===== src/rtl/ws2812_frame_ctrl.sv =====
`default_nettype none
// ============================================================================
// Module      : ws2812_frame_ctrl
// Description : CPU-bus frame controller for a WS2812 pixel strip. Pixels are
//               written through a small register window into a local buffer.
//               Whole frames are then streamed one 24-bit {G,R,B} word at a
//               time to a downstream bit encoder over valid/ready. The strip
//               latch gap is inserted after each frame, and a one-cycle
//               interrupt pulse marks the end of every frame.
// Revision    : 1.0 - initial release
// ============================================================================
module ws2812_frame_ctrl #(
  parameter int NUM_LEDS = 8,
  parameter int IDX_W    = 3,
  parameter int CLK_FRE  = 25_175_000,
  parameter int RESET_US = 80
) (
  input  logic        clk_i,
  input  logic        rst_n_i,
  input  logic        cs_i,
  input  logic        R_W_n,
  input  logic [2:0]  reg_addr_i,
  input  logic [7:0]  data_i,
  output logic [7:0]  data_o,
  output logic        px_valid_o,
  output logic [23:0] px_data_o,
  input  logic        px_ready_i,
  input  logic        enc_busy_i,
  output logic        frame_irq_o
);

  // --------------------------------------------------------------------------
  // Constants
  // --------------------------------------------------------------------------
  // Latch gap length in clocks (integer MHz times microseconds).
  localparam int c_latch_cyc = (CLK_FRE / 1_000_000) * RESET_US;
  localparam int c_lat_w     = $clog2(c_latch_cyc + 1);
  localparam logic [c_lat_w-1:0] c_lat_last = c_lat_w'(c_latch_cyc - 1);

  // Pixel counts run up to 256, so frame length and pixel counter use 9 bits.
  localparam int c_cnt_w = 9;
  localparam logic [c_cnt_w-1:0] c_num_leds = c_cnt_w'(NUM_LEDS);
  localparam logic [c_cnt_w-1:0] c_idx_mask = c_cnt_w'((1 << IDX_W) - 1);
  localparam logic [IDX_W-1:0]   c_idx_last = IDX_W'(NUM_LEDS - 1);
  localparam logic [7:0]         c_count_rst = 8'(NUM_LEDS);

  // Register map
  localparam logic [2:0] c_reg_ctrl  = 3'd0;
  localparam logic [2:0] c_reg_index = 3'd1;
  localparam logic [2:0] c_reg_r     = 3'd2;
  localparam logic [2:0] c_reg_g     = 3'd3;
  localparam logic [2:0] c_reg_b     = 3'd4;
  localparam logic [2:0] c_reg_count = 3'd5;

  // Frame sequencer states
  typedef enum logic [2:0] {
    ST_IDLE  = 3'd0,
    ST_FETCH = 3'd1,
    ST_SEND  = 3'd2,
    ST_DRAIN = 3'd3,
    ST_LATCH = 3'd4
  } state_t;

  // --------------------------------------------------------------------------
  // Storage
  // --------------------------------------------------------------------------
  state_t               r_state;
  logic                 r_auto;
  logic                 r_pending;
  logic [IDX_W-1:0]     r_index;
  logic [7:0]           r_stg_r;
  logic [7:0]           r_stg_g;
  logic [7:0]           r_stg_b;
  logic [7:0]           r_count;
  logic [c_cnt_w-1:0]   r_len;
  logic [c_cnt_w-1:0]   r_pix;
  logic [c_lat_w-1:0]   r_lat;
  logic                 r_px_valid;
  logic [23:0]          r_px_data;
  logic                 r_irq;
  logic [7:0]           r_rdata;
  logic [23:0]          r_buf [NUM_LEDS];

  // --------------------------------------------------------------------------
  // Bus decode and helper values
  // --------------------------------------------------------------------------
  logic                 w_wr;
  logic                 w_start;
  logic                 w_commit;
  logic                 w_busy;
  logic [c_cnt_w-1:0]   w_idx_ext;
  logic [IDX_W-1:0]     w_idx_new;
  logic [IDX_W-1:0]     w_index_inc;
  logic [c_cnt_w-1:0]   w_count_ext;
  logic [c_cnt_w-1:0]   w_cnt_eff;
  logic [c_cnt_w-1:0]   w_pix_inc;
  logic [7:0]           w_index_rd;

  assign w_wr     = cs_i & ~R_W_n;
  assign w_start  = w_wr & (reg_addr_i == c_reg_ctrl) & data_i[0];
  assign w_commit = w_wr & (reg_addr_i == c_reg_b);
  assign w_busy   = (r_state != ST_IDLE);

  // Pointer writes are masked to the index width; out-of-range values wrap to 0.
  assign w_idx_ext = {1'b0, data_i} & c_idx_mask;
  assign w_idx_new = (w_idx_ext >= c_num_leds) ? '0 : w_idx_ext[IDX_W-1:0];

  // Auto-increment after each committed pixel, wrapping at the buffer end.
  assign w_index_inc = (r_index == c_idx_last) ? '0 : r_index + IDX_W'(1);

  // A COUNT of zero or beyond the buffer means "whole buffer".
  assign w_count_ext = {1'b0, r_count};
  assign w_cnt_eff   = ((r_count == 8'd0) || (w_count_ext > c_num_leds)) ?
                       c_num_leds : w_count_ext;

  assign w_pix_inc  = r_pix + c_cnt_w'(1);
  assign w_index_rd = 8'(r_index);

  // --------------------------------------------------------------------------
  // Register file: control, pixel pointer, colour staging and frame length
  // --------------------------------------------------------------------------
  // Host-visible configuration registers, updated on bus writes
  always_ff @(posedge clk_i or negedge rst_n_i) begin
    if (!rst_n_i) begin
      r_auto  <= 1'b0;
      r_index <= '0;
      r_stg_r <= '0;
      r_stg_g <= '0;
      r_stg_b <= '0;
      r_count <= c_count_rst;
    end else if (w_wr) begin
      case (reg_addr_i)
        c_reg_ctrl:  r_auto  <= data_i[1];
        c_reg_index: r_index <= w_idx_new;
        c_reg_r:     r_stg_r <= data_i;
        c_reg_g:     r_stg_g <= data_i;
        c_reg_b: begin
          r_stg_b <= data_i;
          r_index <= w_index_inc;
        end
        c_reg_count: r_count <= data_i;
        default: ;
      endcase
    end
  end

  // Pixel buffer write port; left unreset so it can map onto RAM
  always_ff @(posedge clk_i) begin
    if (w_commit) begin
      r_buf[r_index] <= {r_stg_g, r_stg_r, data_i};
    end
  end

  // --------------------------------------------------------------------------
  // Frame sequencer. A buffer commit and a FETCH of the same entry in one
  // cycle return the old contents, because the read samples before the write
  // lands. COUNT is captured once per frame so host writes cannot disturb a
  // frame already in flight.
  // --------------------------------------------------------------------------
  // Frame sequencing, latch gap timing and registered stream outputs
  always_ff @(posedge clk_i or negedge rst_n_i) begin
    if (!rst_n_i) begin
      r_state    <= ST_IDLE;
      r_pending  <= 1'b0;
      r_len      <= '0;
      r_pix      <= '0;
      r_lat      <= '0;
      r_px_valid <= 1'b0;
      r_px_data  <= '0;
      r_irq      <= 1'b0;
    end else begin
      r_irq <= 1'b0;

      // A START that arrives mid-frame is remembered for after the latch gap.
      if (w_start && (r_state != ST_IDLE)) begin
        r_pending <= 1'b1;
      end

      case (r_state)
        ST_IDLE: begin
          if (w_start || r_auto || r_pending) begin
            r_state   <= ST_FETCH;
            r_pix     <= '0;
            r_len     <= w_cnt_eff;
            r_pending <= 1'b0;
          end
        end

        ST_FETCH: begin
          r_px_data  <= r_buf[r_pix[IDX_W-1:0]];
          r_px_valid <= 1'b1;
          r_state    <= ST_SEND;
        end

        ST_SEND: begin
          if (px_ready_i) begin
            r_px_valid <= 1'b0;
            r_pix      <= w_pix_inc;
            r_state    <= (w_pix_inc == r_len) ? ST_DRAIN : ST_FETCH;
          end
        end

        ST_DRAIN: begin
          // Wait for the encoder to finish shifting the last word out.
          if (!enc_busy_i) begin
            r_lat   <= '0;
            r_state <= ST_LATCH;
          end
        end

        ST_LATCH: begin
          if (r_lat == c_lat_last) begin
            r_irq   <= 1'b1;
            r_state <= ST_IDLE;
          end else begin
            r_lat <= r_lat + c_lat_w'(1);
          end
        end

        default: r_state <= ST_IDLE;
      endcase
    end
  end

  // --------------------------------------------------------------------------
  // Read port
  // --------------------------------------------------------------------------
  // Registered view of the addressed register, refreshed every clock
  always_ff @(posedge clk_i or negedge rst_n_i) begin
    if (!rst_n_i) begin
      r_rdata <= '0;
    end else begin
      case (reg_addr_i)
        c_reg_ctrl:  r_rdata <= {5'b0, r_pending, r_auto, w_busy};
        c_reg_index: r_rdata <= w_index_rd;
        c_reg_r:     r_rdata <= r_stg_r;
        c_reg_g:     r_rdata <= r_stg_g;
        c_reg_b:     r_rdata <= r_stg_b;
        c_reg_count: r_rdata <= r_count;
        default:     r_rdata <= '0;
      endcase
    end
  end

  assign data_o      = r_rdata;
  assign px_valid_o  = r_px_valid;
  assign px_data_o   = r_px_data;
  assign frame_irq_o = r_irq;

endmodule
`default_nettype wire


===== config.mk =====
export PLATFORM = sky130hd
export DESIGN_NAME = ws2812_frame_ctrl
export DESIGN_NICKNAME = d
export VERILOG_FILES = /design/src/rtl/ws2812_frame_ctrl.sv
export SDC_FILE = /design/constraint.sdc
export NUM_CORES = 1
export LEC_CHECK = 0
export ABC_CLOCK_PERIOD_IN_PS = 7420
export BUFFER_PORTS_ARGS = -buffer_cell sky130_fd_sc_hd__buf_2
export CORE_AREA = 2 2 158 199
export DETAILED_ROUTE_END_ITERATION = 12
export DIE_AREA = 0 0 160 201
export PLACE_DENSITY = 0.6
export SLEW_MARGIN = 10
export SYNTH_ARGS = -nofsm -noshare
export SYNTH_HDL_FRONTEND = slang
export SYNTH_SLANG_ARGS = --single-unit

===== constraint.sdc =====
create_clock -name clk_i -period 7.42 [get_ports clk_i]
set_clock_uncertainty 0.05 [all_clocks]
set_input_delay 0.742 -clock clk_i [delete_from_list [all_inputs] [get_ports clk_i]]
set_output_delay 0.742 -clock clk_i [all_outputs]
set_load 0.05 [all_outputs]

* Word level (Yosys, flattened, before mapping)
Memory sizes are Yosys's and may differ from the RTL's. A register that Yosys moved wholly into a read port is not among the register bits.
Index checks and enable logic that the tools add are counted.
** Operators by class
- $add $sub $neg :: 3
- Magnitude comparators :: 2
- Equal/unequal tests :: 17
- Mux-type cells :: 26
- Bitwise operators :: 5
- Reductions and logical operators :: 24
** Operator list (number)
- one-hot mux 8 bit (6 select lines) :: 1
- 2-to-1 mux 11 bit :: 2
- one-hot mux 11 bit (2 select lines) :: 1
- 2-to-1 mux 3 bit :: 6
- 2-to-1 mux 9 bit :: 2
- one-hot mux 9 bit (2 select lines) :: 1
- AND reduction 2 bit :: 8
- one-hot mux 3 bit (5 select lines) :: 1
- == test 3 x 2 -> 1 bit, second input constant :: 4
- == test 3 bit, second input constant :: 4
- adder 11 x 1 -> 11 bit, second input constant :: 1
- == test 11 bit, second input constant :: 1
- inequality test 2 bit, second input constant :: 5
- adder 9 x 1 -> 9 bit, second input constant :: 1
- == test 9 bit :: 1
- greater-than comparator 8 x 4 -> 1 bit, second input constant :: 1
- zero test 8 bit :: 1
- 2-to-1 mux 1 bit :: 8
- 2-to-1 mux 8 bit :: 1
- nonzero test 2 bit :: 4
- == test 3 x 1 -> 1 bit, second input constant :: 2
- zero test 3 bit :: 2
- one-hot mux 3 bit (2 select lines) :: 1
- AND reduction 3 bit :: 2
- 11 further kinds :: 16
** Storage, ports and cells
- Flip-flop bits (word level) :: 79
- Bits in writable memories :: 192
- Input bits :: 17
- Output and inout port bits :: 34
- Word-level logic and storage cells :: 92
- Memories :: 1
** Memory list
- r_buf :: depth 8, bits a word 24, rd ports 1, clocked after memory_dff 1, wr ports 1, RTL line 82 : logic [23:0] r_buf [NUM_LEDS];

* Longest topological paths before layout
- Word-level depth :: 8
- Depth in mapped cells :: 7
- Gate-level depth less buffers :: 6

* Worst setup path after synthesis
Ideal clock, no wire load.
- Path type :: input port to flip-flop
- Start :: input port reg_addr_i[1]
- End :: memory r_buf[0][0], enable pin
- Setup time :: 0.466 ns
- Arrival :: 3.830 ns
- Required time :: 6.904 ns
- Setup slack :: 3.075 ns
- Stages :: 5
- Buffers on the path :: 2
- Path through :: buf_2 nor3b_2 nand2_1 buf_2 nor4_1
** On the way
- Cells in the longest elaborated chain, start to end :: 4
** RTL lines
- from (decl) :: RTL line 22 : input logic [2:0] reg_addr_i,
- == test 3 bit :: RTL line 101 : assign w_commit = w_wr & (reg_addr_i == c_reg_b);
- AND 1 bit :: RTL line 101
- 2-to-1 mux 1 bit :: RTL line 149 : if (w_commit) begin
- 2-to-1 mux 1 bit (not written as such) :: RTL line 150 : r_buf[r_index] <= {r_stg_g, r_stg_r, data_i};
- to (decl) :: RTL line 82
No other way between the ends.

* Worst setup path in the final report
- Start :: register r_pix[0]
- End :: register r_state[1]
** On the way
- Cells in the longest elaborated chain, start to end :: 5
** RTL lines
- from (decl) :: RTL line 76 : logic [c_cnt_w-1:0] r_pix;
- from (signal assigned) :: RTL line 198 : r_pix <= w_pix_inc;
- adder 9 x 1 -> 9 bit :: RTL line 116 : assign w_pix_inc = r_pix + c_cnt_w'(1);
- == test 9 bit :: RTL line 199 : r_state <= (w_pix_inc == r_len) ? ST_DRAIN : ST_FETCH;
- 2-to-1 mux 2 bit :: RTL line 199
- 2-to-1 mux 3 bit :: RTL line 196 : if (px_ready_i) begin
- one-hot mux 3 bit (5 select lines) :: RTL line 179 : case (r_state)
- to (signal assigned) :: RTL line 199
- to (decl) :: RTL line 67 : state_t r_state;
No other way between the ends. The select of a mux whose other input is x is not followed.
A chain may end at the register's enable or synchronous reset.

==> results.toml <==
[drt]
drc_errors = 0
ant_nets = 0
drt_iter0_drc = 401
drtPass1Iterations = 4
wl_per_cell_um = 20.15
vias_per_cell = 5.205
vias = 6235
wirelength_mm = 24.14

[floorplan]
die_h_um = 201
core_um2 = 30450
die_x_um = 160
die-area_um2 = 32160
rows = 72
io-pin-count = 51
initial_core_util = 0.3921

[synthesis]
synth_warnings = 0
postSynthAreaPerCell_um2 = 16.77
synth_area_um2 = 11940
synth-edff-count = 192
ys.flop_type = "edfxtp_1"
synthCells = 712
seq_area_frac_synth = 0.6969
ys_ff_latch = 294
syn_nets = 733
synth_cell_types = 60
synthArstFlopShare = 0.3469

[placed_design]
gp_congestion = 0.7529
dpl.hpwl_mm = 14.85
placed_cell_area_um2 = 12640
portBuffers = 50
preCtsSetupSlack_ns = 4.289
dp_cells = 1146

[power_and_ir_drop]
p_sw_uw = 785.1
peakVddDrop_mv = 0.1489
powerDensity_nw_per_um2 = 270.1
power_frac_seq = 0.528
comb_power_share = 0.045
p_clk_frac = 0.427
swShare = 0.2124
p_leak_nw = 4.935
intPower_mw = 2.911

[sta]
slew_viol_final = 0
maxSlewHeadroom = 0.4038
final-hold-violation-count = 0
setup-tns-final_ns = 0
worst_slack_ns = 4.322
worst_pin_slew_ns = 0.8942
fin_crit_sh = 0.4175
rsz0062_at_grt = "false"
fmax_mhz = 322.8
setup_viol_count_final = 0
fin_crit_ns = 3.098

[critical_path]
crit_path_end_kind = "flip-flop"
crit_type = "reg2reg"
crit_family = "flip-flops"
path_buf_inv = 1
start_kind = "flip-flop"
cp_slowest_stage_delay_ns = 0.80
required_ns = 7.84
r2r_setup_slack_ns = 4.32
worst_ep_arrival_time_ns = 3.52
cp_max_fo = 28
crit_slowest_cell = "dfrtp_4"
cp_cell_sequence = "buf_4, ha_1, nand3_1, or3_1, a2111oi_2, o22a_1"

[grt]
antenna_found_initial = 0
grtUsageTotal = 0.1539
grt_pass1_vias = 6610
grt_max_degree = 68
grt_pass1_wl_mm = 38.57
globalRouteOverflowTotal = 0

[cts]
ctsHoldBuffers = 0
worstSkewPairLatency_ns = 0.54
cts_buffers = 28
cts_tree = "built"
path_clk_slew_ns = 0.06
postCtsResizedCells = 0
clkSinkCount = 294
cts_root_buf = "clkbuf_16"
postCtsSetupBuffers = 0
h-tree-depth = 1
cts_buffer_depth = 3

[min_path]
hold_path.class = "in2async"

[flow_run]
cap_violations = 0

[final_layout]
n_antenna_cell = 0
layout_commonest_cell = "edfxtp_1"
fin_area_um2 = 13690
synthToLayoutAreaGrowth_pct = 14.64
drive_gt1_frac = 0.2769
nFillCells = 2715
mostFrequentLayoutCells = "192 x edfxtp_1, 98 x dfrtp_1, 49 x mux4_2, 49 x buf_2, 43 x nor2_1"
fin_cells = 1198
nets = 790
postLayoutCoreUtil = 0.4495

[run_status]
status = "finished clean"
## Yosys cell counts (all sizes together) (2+ instances only)
| cell type | n | area [um^2] |
|---|---|---|
| o211ai | 2 | 20.02 |
| inv | 8 | 30.03 |
| mux2i | 38 | 380.4 |
| o22a | 2 | 17.52 |
| nor2b | 4 | 25.02 |
| and2 | 10 | 62.56 |
| mux2 | 34 | 382.9 |
| edfxtp | 192 | 5766 |
| a221oi | 2 | 17.52 |
| o21ai | 30 | 150.1 |
| a22oi | 2 | 15.01 |
| mux4 | 49 | 1104 |
| nand4b | 2 | 17.52 |
| nand2b | 8 | 57.55 |
| ha | 4 | 50.05 |
| and3 | 7 | 45.05 |
| a21o | 2 | 15.01 |
| o21a | 2 | 15.01 |
| o31ai | 10 | 75.07 |
| clkbuf | 7 | 26.28 |
| nand2 | 26 | 97.59 |
| dfrtp | 101 | 2527 |
| buf | 29 | 176.4 |
| o31a | 2 | 18.77 |
| o41ai | 2 | 25.03 |
| nor3 | 10 | 55.05 |
| nand4 | 4 | 25.02 |
| a21oi | 27 | 135.1 |
| o22ai | 8 | 50.05 |
| xnor2 | 9 | 78.83 |
| nand3 | 9 | 45.04 |
| or3 | 2 | 12.51 |
| xor2 | 5 | 58.81 |
| nor2 | 47 | 178.9 |
| nor3b | 2 | 31.28 |
## flip-flops by register name (all words and copies together), names as in the netlist, 3 cells and up
register,count
r_buf,192
px_data_o,24
r_lat,11
r_pix,9
data_o,8
r_count,8
r_len,8
r_stg_b,8
r_stg_g,8
r_stg_r,8
r_index,3
r_state,3
## power groups by stage
| stage | clock [mW] | combinational [mW] | sequential [mW] |
|---|---|---|---|
| after floorplan | 0 | 0.0893 | 1.96 |
| after global placement | 0 | 0.164 | 1.98 |
| after detailed placement | 0 | 0.167 | 1.99 |
| after CTS | 1.62 | 0.169 | 1.95 |
| after global routing | 1.68 | 0.182 | 1.96 |
| final | 1.58 | 0.165 | 1.95 |
## logic make-up (layout without fill, tap and decap cells)
logic type	Yosys count	in the layout	share of synthesized area
mux	121	121	0.1564
flops	294	294	0.6969
buf+inv	44	123	0.01950
compound gates	99	99	0.05314
fa+ha+maj	4	4	0.004193
simple gates	136	136	0.05838
xor+xnor	14	14	0.01153
## layout make-up
class / count / area [um^2] / area share
clock inverter: 12 / 209.0 / 0.01527
multi-input combinational: 374 / 3425 / 0.2502
inverter: 8 / 30.03 / 0.002194
sequential: 294 / 8325 / 0.6083
timing repair buffer: 63 / 350.3 / 0.02560
tap: 407 / 509.2 / 0.03721
clock buffer: 40 / 837.1 / 0.06116
## per-stage QoR
step | power (mW) | hold slack (ns)
2_1_floorplan | 2.050 | 0.3964
3_3_place_gp | 2.146 | 0.4107
3_5_place_dp | 2.154 | 0.4395
4_1_cts | 3.740 | 0.09673
5_1_grt | 3.830 | 0.1165
6_report | 3.696 | 0.09769
## routing by layer
layer | routed length, um | global-route usage | up-vias
li1 | - | - | 2874
met4 | 310 | 0.03732 | 0
met2 | 12520 | 0.2730 | 120
met3 | 1104 | 0.02252 | 21
met1 | 10210 | 0.1999 | 3220
met5 | 0 | 0 | -
## worst reg2reg max path: stages (launching register included)
cell       delay [ns]
dfrtp_4          0.80
buf_4            0.59
ha_1             0.49
nand3_1          0.15
or3_1            0.38
a2111oi_2        0.38
o22a_1           0.20
## final timing paths
| check | cells after the start | end | start |
|---|---|---|---|
| min in group clk_i | 3 | r_state[0] | enc_busy_i |
| min | 1 | r_count[1] | rst_n_i |
| max | 6 | r_state[1] | r_pix[0] |
| max in group asynchronous | 2 | r_pix[0] | rst_n_i |
| min reg2reg | 1 | px_valid_o | px_valid_o |
| max reg2reg | 6 | r_state[1] | r_pix[0] |
Note: power is estimated with default switching activity, not from simulation.
